<file path="src/rtl/axi_mgr_wr_if.sv">
// axi_pkg: shared AXI response encoding.
// axi_if: AXI write-side bundle (AW/W/B) with manager/subordinate views.
package axi_pkg;
  typedef enum logic [1:0] {
    OKAY   = 2'b00,
    EXOKAY = 2'b01,
    SLVERR = 2'b10,
    DECERR = 2'b11
  } axi_resp_e;
endpackage

interface axi_if #(
  parameter int AW = 32,
  parameter int DW = 32,
  parameter int UW = 32,
  parameter int IW = 1
) ();
  localparam int BC = DW / 8;

  logic          awvalid;
  logic          awready;
  logic [AW-1:0] awaddr;
  logic [7:0]    awlen;
  logic [2:0]    awsize;
  logic [1:0]    awburst;
  logic          awlock;
  logic [UW-1:0] awuser;
  logic [IW-1:0] awid;

  logic          wvalid;
  logic          wready;
  logic [DW-1:0] wdata;
  logic [BC-1:0] wstrb;
  logic          wlast;

  logic          bvalid;
  logic          bready;
  logic [1:0]    bresp;
  logic [IW-1:0] bid;

  modport w_mgr (
    output awvalid, awaddr, awlen, awsize,
    output awburst, awlock, awuser, awid,
    input  awready,
    output wvalid, wdata, wstrb, wlast,
    input  wready,
    input  bvalid, bresp, bid,
    output bready
  );

  modport w_sub (
    input  awvalid, awaddr, awlen, awsize,
    input  awburst, awlock, awuser, awid,
    output awready,
    input  wvalid, wdata, wstrb, wlast,
    output wready,
    output bvalid, bresp, bid,
    input  bready
  );
endinterface

</file>
<file path="src/rtl/axi_mgr_wr.sv">
// axi_mgr_wr: single-outstanding AXI write manager (command, W pass-through, B).
// Optional 4KB-crossing guard compiled in by AXI_MGR_WR_4K_CHK_EN.
module axi_mgr_wr
  import axi_pkg::*;
#(
  parameter int AW = 32,
  parameter int DW = 32,
  parameter int UW = 32,
  parameter int IW = 1,
  localparam int BC = DW / 8
) (
  input  logic          clk,
  input  logic          rst_n,
  axi_if.w_mgr          m_axi_if,
  input  logic          req_valid,
  output logic          req_ready,
  input  logic [AW-1:0] req_addr,
  input  logic [7:0]    req_len,
  input  logic [2:0]    req_size,
  input  logic [1:0]    req_burst,
  input  logic [UW-1:0] req_user,
  input  logic [IW-1:0] req_id,
  input  logic          req_lock,
  input  logic          wvalid,
  output logic          wready,
  input  logic [DW-1:0] wdata,
  input  logic [BC-1:0] wstrb,
  output logic          rsp_valid,
  input  logic          rsp_ready,
  output axi_resp_e     rsp_resp,
  output logic [IW-1:0] rsp_id
);

  typedef enum logic [2:0] {
    S_IDLE,
    S_XFER,
    S_RESP,
    S_CMPL
`ifdef AXI_MGR_WR_4K_CHK_EN
    , S_DRAIN
`endif
  } state_e;

  state_e r_state;
  state_e w_next;

  logic [AW-1:0] r_addr;
  logic [7:0]    r_len;
  logic [2:0]    r_size;
  logic [1:0]    r_burst;
  logic [UW-1:0] r_user;
  logic [IW-1:0] r_id;
  logic          r_lock;
  logic [7:0]    r_beat_cnt;
  logic          r_awvalid;
  logic          r_aw_done;
  logic          r_w_done;
  axi_resp_e     r_rsp_resp;
  logic [IW-1:0] r_rsp_id;

  logic w_req_hs;
  logic w_aw_hs;
  logic w_w_act;
  logic w_w_hs;
  logic w_b_hs;
  logic w_last;
  logic w_drain;
  logic w_d_hs;
  logic w_illegal;

`ifdef AXI_MGR_WR_4K_CHK_EN
  // End offset of the burst within its 4KB page; beyond 4096 crosses.
  logic [16:0] w_end;
  assign w_end = {5'd0, req_addr[11:0]}
               + ({8'd0, {1'b0, req_len} + 9'd1} << req_size);
  assign w_illegal = (req_burst == 2'b01) && (w_end > 17'd4096);
  assign w_drain   = (r_state == S_DRAIN);
`else
  assign w_illegal = 1'b0;
  assign w_drain   = 1'b0;
`endif

  assign req_ready = (r_state == S_IDLE);
  assign w_req_hs  = req_valid && req_ready;
  assign w_w_act   = (r_state == S_XFER) && !r_w_done;
  assign w_last    = (r_beat_cnt == 8'd0);

  assign m_axi_if.awvalid = r_awvalid;
  assign m_axi_if.awaddr  = r_addr;
  assign m_axi_if.awlen   = r_len;
  assign m_axi_if.awsize  = r_size;
  assign m_axi_if.awburst = r_burst;
  assign m_axi_if.awlock  = r_lock;
  assign m_axi_if.awuser  = r_user;
  assign m_axi_if.awid    = r_id;
  assign w_aw_hs = r_awvalid && m_axi_if.awready;

  assign m_axi_if.wvalid = wvalid && w_w_act;
  assign m_axi_if.wdata  = wdata;
  assign m_axi_if.wstrb  = wstrb;
  assign m_axi_if.wlast  = w_w_act && w_last;
  assign wready   = (m_axi_if.wready && w_w_act) || w_drain;
  assign w_w_hs   = m_axi_if.wvalid && m_axi_if.wready;
  assign w_d_hs   = w_drain && wvalid;

  assign m_axi_if.bready = (r_state == S_RESP);
  assign w_b_hs = m_axi_if.bready && m_axi_if.bvalid;

  assign rsp_valid = (r_state == S_CMPL);
  assign rsp_resp  = r_rsp_resp;
  assign rsp_id    = r_rsp_id;

  always_ff @(posedge clk or negedge rst_n) begin
    if (!rst_n) r_state <= S_IDLE;
    else        r_state <= w_next;
  end

  always_comb begin
    w_next = r_state;
    unique case (r_state)
      S_IDLE: begin
        if (req_valid) w_next = S_XFER;
`ifdef AXI_MGR_WR_4K_CHK_EN
        if (req_valid && w_illegal) w_next = S_DRAIN;
`endif
      end
      S_XFER: begin
        if ((r_aw_done || w_aw_hs) &&
            (r_w_done || (w_w_hs && w_last)))
          w_next = S_RESP;
      end
      S_RESP: if (m_axi_if.bvalid) w_next = S_CMPL;
      S_CMPL: if (rsp_ready) w_next = S_IDLE;
`ifdef AXI_MGR_WR_4K_CHK_EN
      S_DRAIN: if (wvalid && w_last) w_next = S_CMPL;
`endif
      default: w_next = S_IDLE;
    endcase
  end

  always_ff @(posedge clk or negedge rst_n) begin
    if (!rst_n) begin
      r_addr     <= '0;
      r_len      <= '0;
      r_size     <= '0;
      r_burst    <= '0;
      r_user     <= '0;
      r_id       <= '0;
      r_lock     <= 1'b0;
      r_beat_cnt <= '0;
      r_awvalid  <= 1'b0;
      r_aw_done  <= 1'b0;
      r_w_done   <= 1'b0;
      r_rsp_resp <= OKAY;
      r_rsp_id   <= '0;
    end else begin
      if (w_req_hs) begin
        r_addr     <= req_addr;
        r_len      <= req_len;
        r_size     <= req_size;
        r_burst    <= req_burst;
        r_user     <= req_user;
        r_id       <= req_id;
        r_lock     <= req_lock;
        r_beat_cnt <= req_len;
        r_awvalid  <= !w_illegal;
        r_aw_done  <= 1'b0;
        r_w_done   <= 1'b0;
      end
      if (w_aw_hs) begin
        r_awvalid <= 1'b0;
        r_aw_done <= 1'b1;
      end
      if (w_w_hs || w_d_hs) begin
        if (w_last) r_w_done <= 1'b1;
        else        r_beat_cnt <= r_beat_cnt - 8'd1;
      end
      // An ID mismatch means the B belongs to someone else: report error.
      if (w_b_hs) begin
        r_rsp_resp <= (m_axi_if.bid != r_id) ? SLVERR
                    : axi_resp_e'(m_axi_if.bresp);
        r_rsp_id   <= r_id;
      end
      if (w_d_hs && w_last) begin
        r_rsp_resp <= SLVERR;
        r_rsp_id   <= r_id;
      end
    end
  end

endmodule
</file>
<file path="src/flat_wrapper.sv">
// flat-port wrapper written by rule: the top's interface ports become plain ports
module axi_mgr_wr_flat import axi_pkg::*;
#(
  parameter int AW = 32,
  parameter int DW = 32,
  parameter int UW = 32,
  parameter int IW = 1,
  localparam int BC = DW / 8
)
  (clk, rst_n, req_valid, req_ready, req_addr, req_len, req_size, req_burst, req_user, req_id, req_lock, wvalid, wready, wdata, wstrb, rsp_valid, rsp_ready, rsp_resp, rsp_id, m_axi_if_awvalid, m_axi_if_awaddr, m_axi_if_awlen, m_axi_if_awsize, m_axi_if_awburst, m_axi_if_awlock, m_axi_if_awuser, m_axi_if_awid, m_axi_if_awready, m_axi_if_wvalid, m_axi_if_wdata, m_axi_if_wstrb, m_axi_if_wlast, m_axi_if_wready, m_axi_if_bvalid, m_axi_if_bresp, m_axi_if_bid, m_axi_if_bready);
  axi_if #(.AW(AW), .DW(DW), .UW(UW), .IW(IW)) m_axi_if_i ();
  input  logic clk;
  input  logic rst_n;
  input  logic req_valid;
  output logic req_ready;
  input  logic [AW-1:0] req_addr;
  input  logic [7:0] req_len;
  input  logic [2:0] req_size;
  input  logic [1:0] req_burst;
  input  logic [UW-1:0] req_user;
  input  logic [IW-1:0] req_id;
  input  logic req_lock;
  input  logic wvalid;
  output logic wready;
  input  logic [DW-1:0] wdata;
  input  logic [BC-1:0] wstrb;
  output logic rsp_valid;
  input  logic rsp_ready;
  output axi_resp_e rsp_resp;
  output logic [IW-1:0] rsp_id;
  output wire logic [$bits(m_axi_if_i.awvalid)-1:0] m_axi_if_awvalid;
  output wire logic [$bits(m_axi_if_i.awaddr)-1:0] m_axi_if_awaddr;
  output wire logic [$bits(m_axi_if_i.awlen)-1:0] m_axi_if_awlen;
  output wire logic [$bits(m_axi_if_i.awsize)-1:0] m_axi_if_awsize;
  output wire logic [$bits(m_axi_if_i.awburst)-1:0] m_axi_if_awburst;
  output wire logic [$bits(m_axi_if_i.awlock)-1:0] m_axi_if_awlock;
  output wire logic [$bits(m_axi_if_i.awuser)-1:0] m_axi_if_awuser;
  output wire logic [$bits(m_axi_if_i.awid)-1:0] m_axi_if_awid;
  input wire logic [$bits(m_axi_if_i.awready)-1:0] m_axi_if_awready;
  output wire logic [$bits(m_axi_if_i.wvalid)-1:0] m_axi_if_wvalid;
  output wire logic [$bits(m_axi_if_i.wdata)-1:0] m_axi_if_wdata;
  output wire logic [$bits(m_axi_if_i.wstrb)-1:0] m_axi_if_wstrb;
  output wire logic [$bits(m_axi_if_i.wlast)-1:0] m_axi_if_wlast;
  input wire logic [$bits(m_axi_if_i.wready)-1:0] m_axi_if_wready;
  input wire logic [$bits(m_axi_if_i.bvalid)-1:0] m_axi_if_bvalid;
  input wire logic [$bits(m_axi_if_i.bresp)-1:0] m_axi_if_bresp;
  input wire logic [$bits(m_axi_if_i.bid)-1:0] m_axi_if_bid;
  output wire logic [$bits(m_axi_if_i.bready)-1:0] m_axi_if_bready;
  assign m_axi_if_awvalid = m_axi_if_i.awvalid;
  assign m_axi_if_awaddr = m_axi_if_i.awaddr;
  assign m_axi_if_awlen = m_axi_if_i.awlen;
  assign m_axi_if_awsize = m_axi_if_i.awsize;
  assign m_axi_if_awburst = m_axi_if_i.awburst;
  assign m_axi_if_awlock = m_axi_if_i.awlock;
  assign m_axi_if_awuser = m_axi_if_i.awuser;
  assign m_axi_if_awid = m_axi_if_i.awid;
  assign m_axi_if_i.awready = m_axi_if_awready;
  assign m_axi_if_wvalid = m_axi_if_i.wvalid;
  assign m_axi_if_wdata = m_axi_if_i.wdata;
  assign m_axi_if_wstrb = m_axi_if_i.wstrb;
  assign m_axi_if_wlast = m_axi_if_i.wlast;
  assign m_axi_if_i.wready = m_axi_if_wready;
  assign m_axi_if_i.bvalid = m_axi_if_bvalid;
  assign m_axi_if_i.bresp = m_axi_if_bresp;
  assign m_axi_if_i.bid = m_axi_if_bid;
  assign m_axi_if_bready = m_axi_if_i.bready;
  axi_mgr_wr #(.AW(AW), .DW(DW), .UW(UW), .IW(IW)) u_core (.clk(clk), .rst_n(rst_n), .m_axi_if(m_axi_if_i), .req_valid(req_valid), .req_ready(req_ready), .req_addr(req_addr), .req_len(req_len), .req_size(req_size), .req_burst(req_burst), .req_user(req_user), .req_id(req_id), .req_lock(req_lock), .wvalid(wvalid), .wready(wready), .wdata(wdata), .wstrb(wstrb), .rsp_valid(rsp_valid), .rsp_ready(rsp_ready), .rsp_resp(rsp_resp), .rsp_id(rsp_id));
endmodule
</file>
<file path="config.mk">
export PLATFORM = sky130hd
export DESIGN_NAME = axi_mgr_wr_flat
export DESIGN_NICKNAME = d
export VERILOG_FILES = /design/src/rtl/axi_mgr_wr_if.sv /design/src/rtl/axi_mgr_wr.sv /design/src/flat_wrapper.sv
export SDC_FILE = /design/constraint.sdc
export NUM_CORES = 1
export LEC_CHECK = 0
export CORE_UTILIZATION = 38
export CTS_CLUSTER_SIZE = 24
export DETAILED_ROUTE_END_ITERATION = 7
export HOLD_SLACK_MARGIN = 0.15
export PLACE_DENSITY = 0.93
export RECOVER_POWER = 100
export REMOVE_ABC_BUFFERS = 1
export SYNTH_ARGS = -nofsm -noshare
export SYNTH_HDL_FRONTEND = slang
export SYNTH_SLANG_ARGS = --single-unit
export TNS_END_PERCENT = 10
</file>
<file path="constraint.sdc">
create_clock -name clk -period 2.18 [get_ports clk]
set_input_delay 0.436 -clock clk [delete_from_list [all_inputs] [get_ports clk]]
set_output_delay 0.436 -clock clk [all_outputs]
set_load 0.01 [all_outputs]
</file>
==> flow_metrics.env <==
export IMPL_max_slew_margin_rel=0.515
export IMPL_place_congestion=0.806
export IMPL_nNetsFinal=751
export IMPL_worst_pin_slew_ns=0.727
export IMPL_final_cells=757
export IMPL_io_buffers=178
export IMPL_tritoncts="yes"
export IMPL_async_reset_ff_frac=1.00
export IMPL_gr_total_overflow=0
export IMPL_coreArea_um2=10500
export IMPL_row_count=37
export IMPL_wirelength_um=12500
export IMPL_area_growth_pct=44.9
export IMPL_hold_path_end="u_core.m_axi_if.awuser[17]$_DFFE_PN0P_"
export IMPL_ctsHtreeMaxLevel=3
export IMPL_syn_cell_area_um2=4190
export IMPL_fin_util=0.577
export IMPL_setup_worst_path_class="reg2out"
export IMPL_skew_ns=0.00318
export IMPL_crit_path_top_delay_cell="clkdlybuf4s50_1"
export IMPL_min_from="u_core.m_axi_if.awuser[17]$_DFFE_PN0P_"
export IMPL_ys_ff_latch=95
export IMPL_drc=0
export IMPL_max_cap_violations=0
export IMPL_reg2reg_depth=8
export IMPL_ys_seq_area_frac=0.568
export IMPL_startpoint_type="register"
export IMPL_synth_top_flop_cell="dfrtp_1"
export IMPL_critPathArrivalTime_ns=1.69
export IMPL_antenna_found_initial=0
export IMPL_die_area_um2=11400
export IMPL_crit_fanout=5
export IMPL_yosys_warnings=0
export IMPL_clkLatencyLatePin_ns=0.34
export IMPL_ir_drop_v=0.000553
export IMPL_crit_path_end_kind="primary output"
export IMPL_worstReg2RegEnd="u_core.r_beat_cnt[6]$_DFF_PN0_"
export IMPL_pwr_share_comb=0.488
export IMPL_fill_cells=884
export IMPL_grt_use_total=0.221
export IMPL_drtIter0Drc=181
export IMPL_chipHeight_um=107
export IMPL_clk_pin_slew_worst_paths_ns=0.08
export IMPL_synth_top_area_share=0.568
export IMPL_path_buf_inv=2
export IMPL_cts_buffers=9
export IMPL_hold_violations=0
export IMPL_power_frac_clock=0.123
export IMPL_status="complete, no violations"
export IMPL_cp_required_ns=1.74
export IMPL_dp_hpwl_um=9760
export IMPL_max_stage_delay_ns=0.56
export IMPL_cp_top_family="buffers and inverters"
export IMPL_die_x_um=107
export IMPL_rsz0062_at_grt="yes"
export IMPL_wl_per_cell_um=16.5
export IMPL_power_density_nw_per_um2=1310
export IMPL_synth_area_leaders="dfrtp_1 (57%), nand2_1 (23%), buf_4 (6.5%)"
export IMPL_ios=251
export IMPL_diodes=0
export IMPL_cts_sinks=95
export IMPL_cts_buffer_depth=2
export IMPL_finalSetupViolCount=0
export IMPL_initial_core_util=0.399
export IMPL_ant_nets=0
export IMPL_post_route_period_util=0.975
export IMPL_leakage_nw=2.96
export IMPL_grt_max_degree=49
export IMPL_drive_above_1_share=0.0564
export IMPL_avgSynthCellArea_um2=8.88
export IMPL_internal_power_mw=5.07
export IMPL_grt_pass1_wl_um=19200
export IMPL_hp_class="reg2reg"
export IMPL_vias=3697
export IMPL_reg2reg_from="u_core.r_beat_cnt[1]$_DFF_PN0_"
export IMPL_final_min_clock_period_ns=2.13
export IMPL_synth_edff_count=0
export IMPL_rrSetupSlack_ns=0.29
export IMPL_finalSetupTns_ns=0
export IMPL_finalMaxSlewViolations=0
export IMPL_vias_per_cell=4.88
export IMPL_p_sw_frac=0.362
export IMPL_yosys_area_top_type="dfrtp_1"
export IMPL_synth_distinct_cells=40
export IMPL_first_global_vias=3861
export IMPL_synth_cells=472
export IMPL_timing_hold_ws_ns=0.480
export IMPL_cts_root_buffer="clkbuf_8"
export IMPL_drtPass1Iterations=5
export IMPL_hold_path_cell_count=2
export IMPL_path_cells="inv_1, ha_1, clkdlybuf4s50_1"
export IMPL_placedCellCount=740
export IMPL_max_freq_mhz=470
export IMPL_p_sw_mw=2.88
export IMPL_seqPwrFrac=0.389
-- per-layer routing --
metal	wire length, um	up-vias	global-route usage
met5	74	-	0.0524
met4	148	2	0.0685
met3	1890	18	0.145
met2	5760	199	0.341
met1	4650	1757	0.245
li1	-	1721	-
-- cell families (layout without fill, tap and decap cells) --
kind of cell | after synthesis | count (layout) | synth area share
simple gates | 277 | 277 | 0.266
flops | 95 | 95 | 0.568
buf+inv | 62 | 211 | 0.0881
compound gates | 25 | 25 | 0.0424
fa+ha+maj | 6 | 6 | 0.0179
mux | 6 | 6 | 0.0155
xor+xnor | 1 | 1 | 0.00209
-- flip-flops by register name (all words and copies together) (netlist names), 2 cells and up --
register,flops
u_core.r_beat_cnt,8
u_core.m_axi_if.awburst,2
u_core.m_axi_if.awaddr,32
u_core.m_axi_if.awsize,3
u_core.r_state,2
u_core.m_axi_if.awuser,32
u_core.rsp_resp,2
u_core.m_axi_if.awlen,8
-- worst max-delay path by stage --
stage	from	end	cells after the start
floorplan	u_core.r_state[0]$_DFFE_PN0P_	u_core.r_beat_cnt[2]$_DFF_PN0_	5
global placement	u_core.r_state[1]$_DFFE_PN0P_	m_axi_if_wlast	5
detailed placement	u_core.r_state[1]$_DFFE_PN0P_	m_axi_if_wlast	5
CTS	u_core.r_state[0]$_DFFE_PN0P_	req_ready	3
global route	u_core.r_state[0]$_DFFE_PN0P_	m_axi_if_bready	3
finish	u_core.r_state[0]$_DFFE_PN0P_	m_axi_if_bready	3
-- Yosys cell counts (all sizes together) (2+ instances only) --
master and instances:
o211ai 2, dfrtp 95, mux2 4, o221a 2, nor2 3, clkbuf 14, nor3b 2, a21oi 7
buf 41, ha 6, inv 7, nand3 4, and2 3, nor3 2, mux2i 2, nand2 252
o21ai 7, and3 3
-- placed cells by master, fill, tap and decap left out, types with 2 or more instances in the layout --
cell type and instances:
nand3_1 4, a21oi_1 6, clkbuf_8 10, nand2_1 252, dfrtp_1 95, nor3b_1 2
mux2_1 3, dlygate4sd2_1 2, buf_4 9, mux2i_1 2, clkdlybuf4s50_1 173, o221a_1 2
clkbuf_2 2, and3_1 3, o211ai_1 2, ha_2 2, ha_1 4, clkinv_2 2
and2_1 2, nor2_1 3, inv_1 7, o21ai_0 6
-- power groups by stage --
| stage | Combinational, mW | Clock [mW] | Sequential [mW] |
|---|---|---|---|
| 2_1_floorplan | 1.34 | 0 | 3.40 |
| 3_3_place_gp | 3.69 | 0 | 3.08 |
| 3_5_place_dp | 3.85 | 0 | 3.14 |
| 4_1_cts | 3.93 | 1.02 | 3.09 |
| 5_1_grt | 4.23 | 1.09 | 3.18 |
| 6_report | 3.87 | 0.980 | 3.09 |
-- layout make-up --
cell class | instances | area (um^2) | share of cell area
Tap cell | 136 | 170 | 0.0280
Multi-Input combinational cell | 315 | 1460 | 0.240
Timing Repair Buffer | 191 | 1890 | 0.311
Sequential cell | 95 | 2380 | 0.392
Clock buffer | 11 | 141 | 0.0233
Clock inverter | 2 | 10.0 | 0.00165
Inverter | 7 | 26.3 | 0.00433
-- timing repair --
action | in CTS | in global routing
hold buffers | 1 | 0
buffers inserted | 3 | 0
hold endpoints to repair | 28 | 0
setup endpoints to repair | 3 | 3
gates resized for setup | 6 | 3
-- stage by stage --
stage	area, um^2	power, mW	setup WS, ns
after floorplan	3850	4.74	-0.595
after global placement	5890	6.77	0.110
after detailed placement	5890	6.98	0.0526
after CTS	6080	8.04	0.00436
after global routing	6070	8.50	-0.0309
final	6070	7.95	0.0544
-- worst reg2reg max path, stage by stage, from the launching register on --
cell,delay (ns)
dfrtp_1,0.40
inv_1,0.08
ha_1,0.14
nor4b_4,0.22
buf_4,0.17
a21oi_2,0.06
buf_4,0.18
and3_1,0.17
or3_1,0.35
Power figures use the tool's default switching activity.
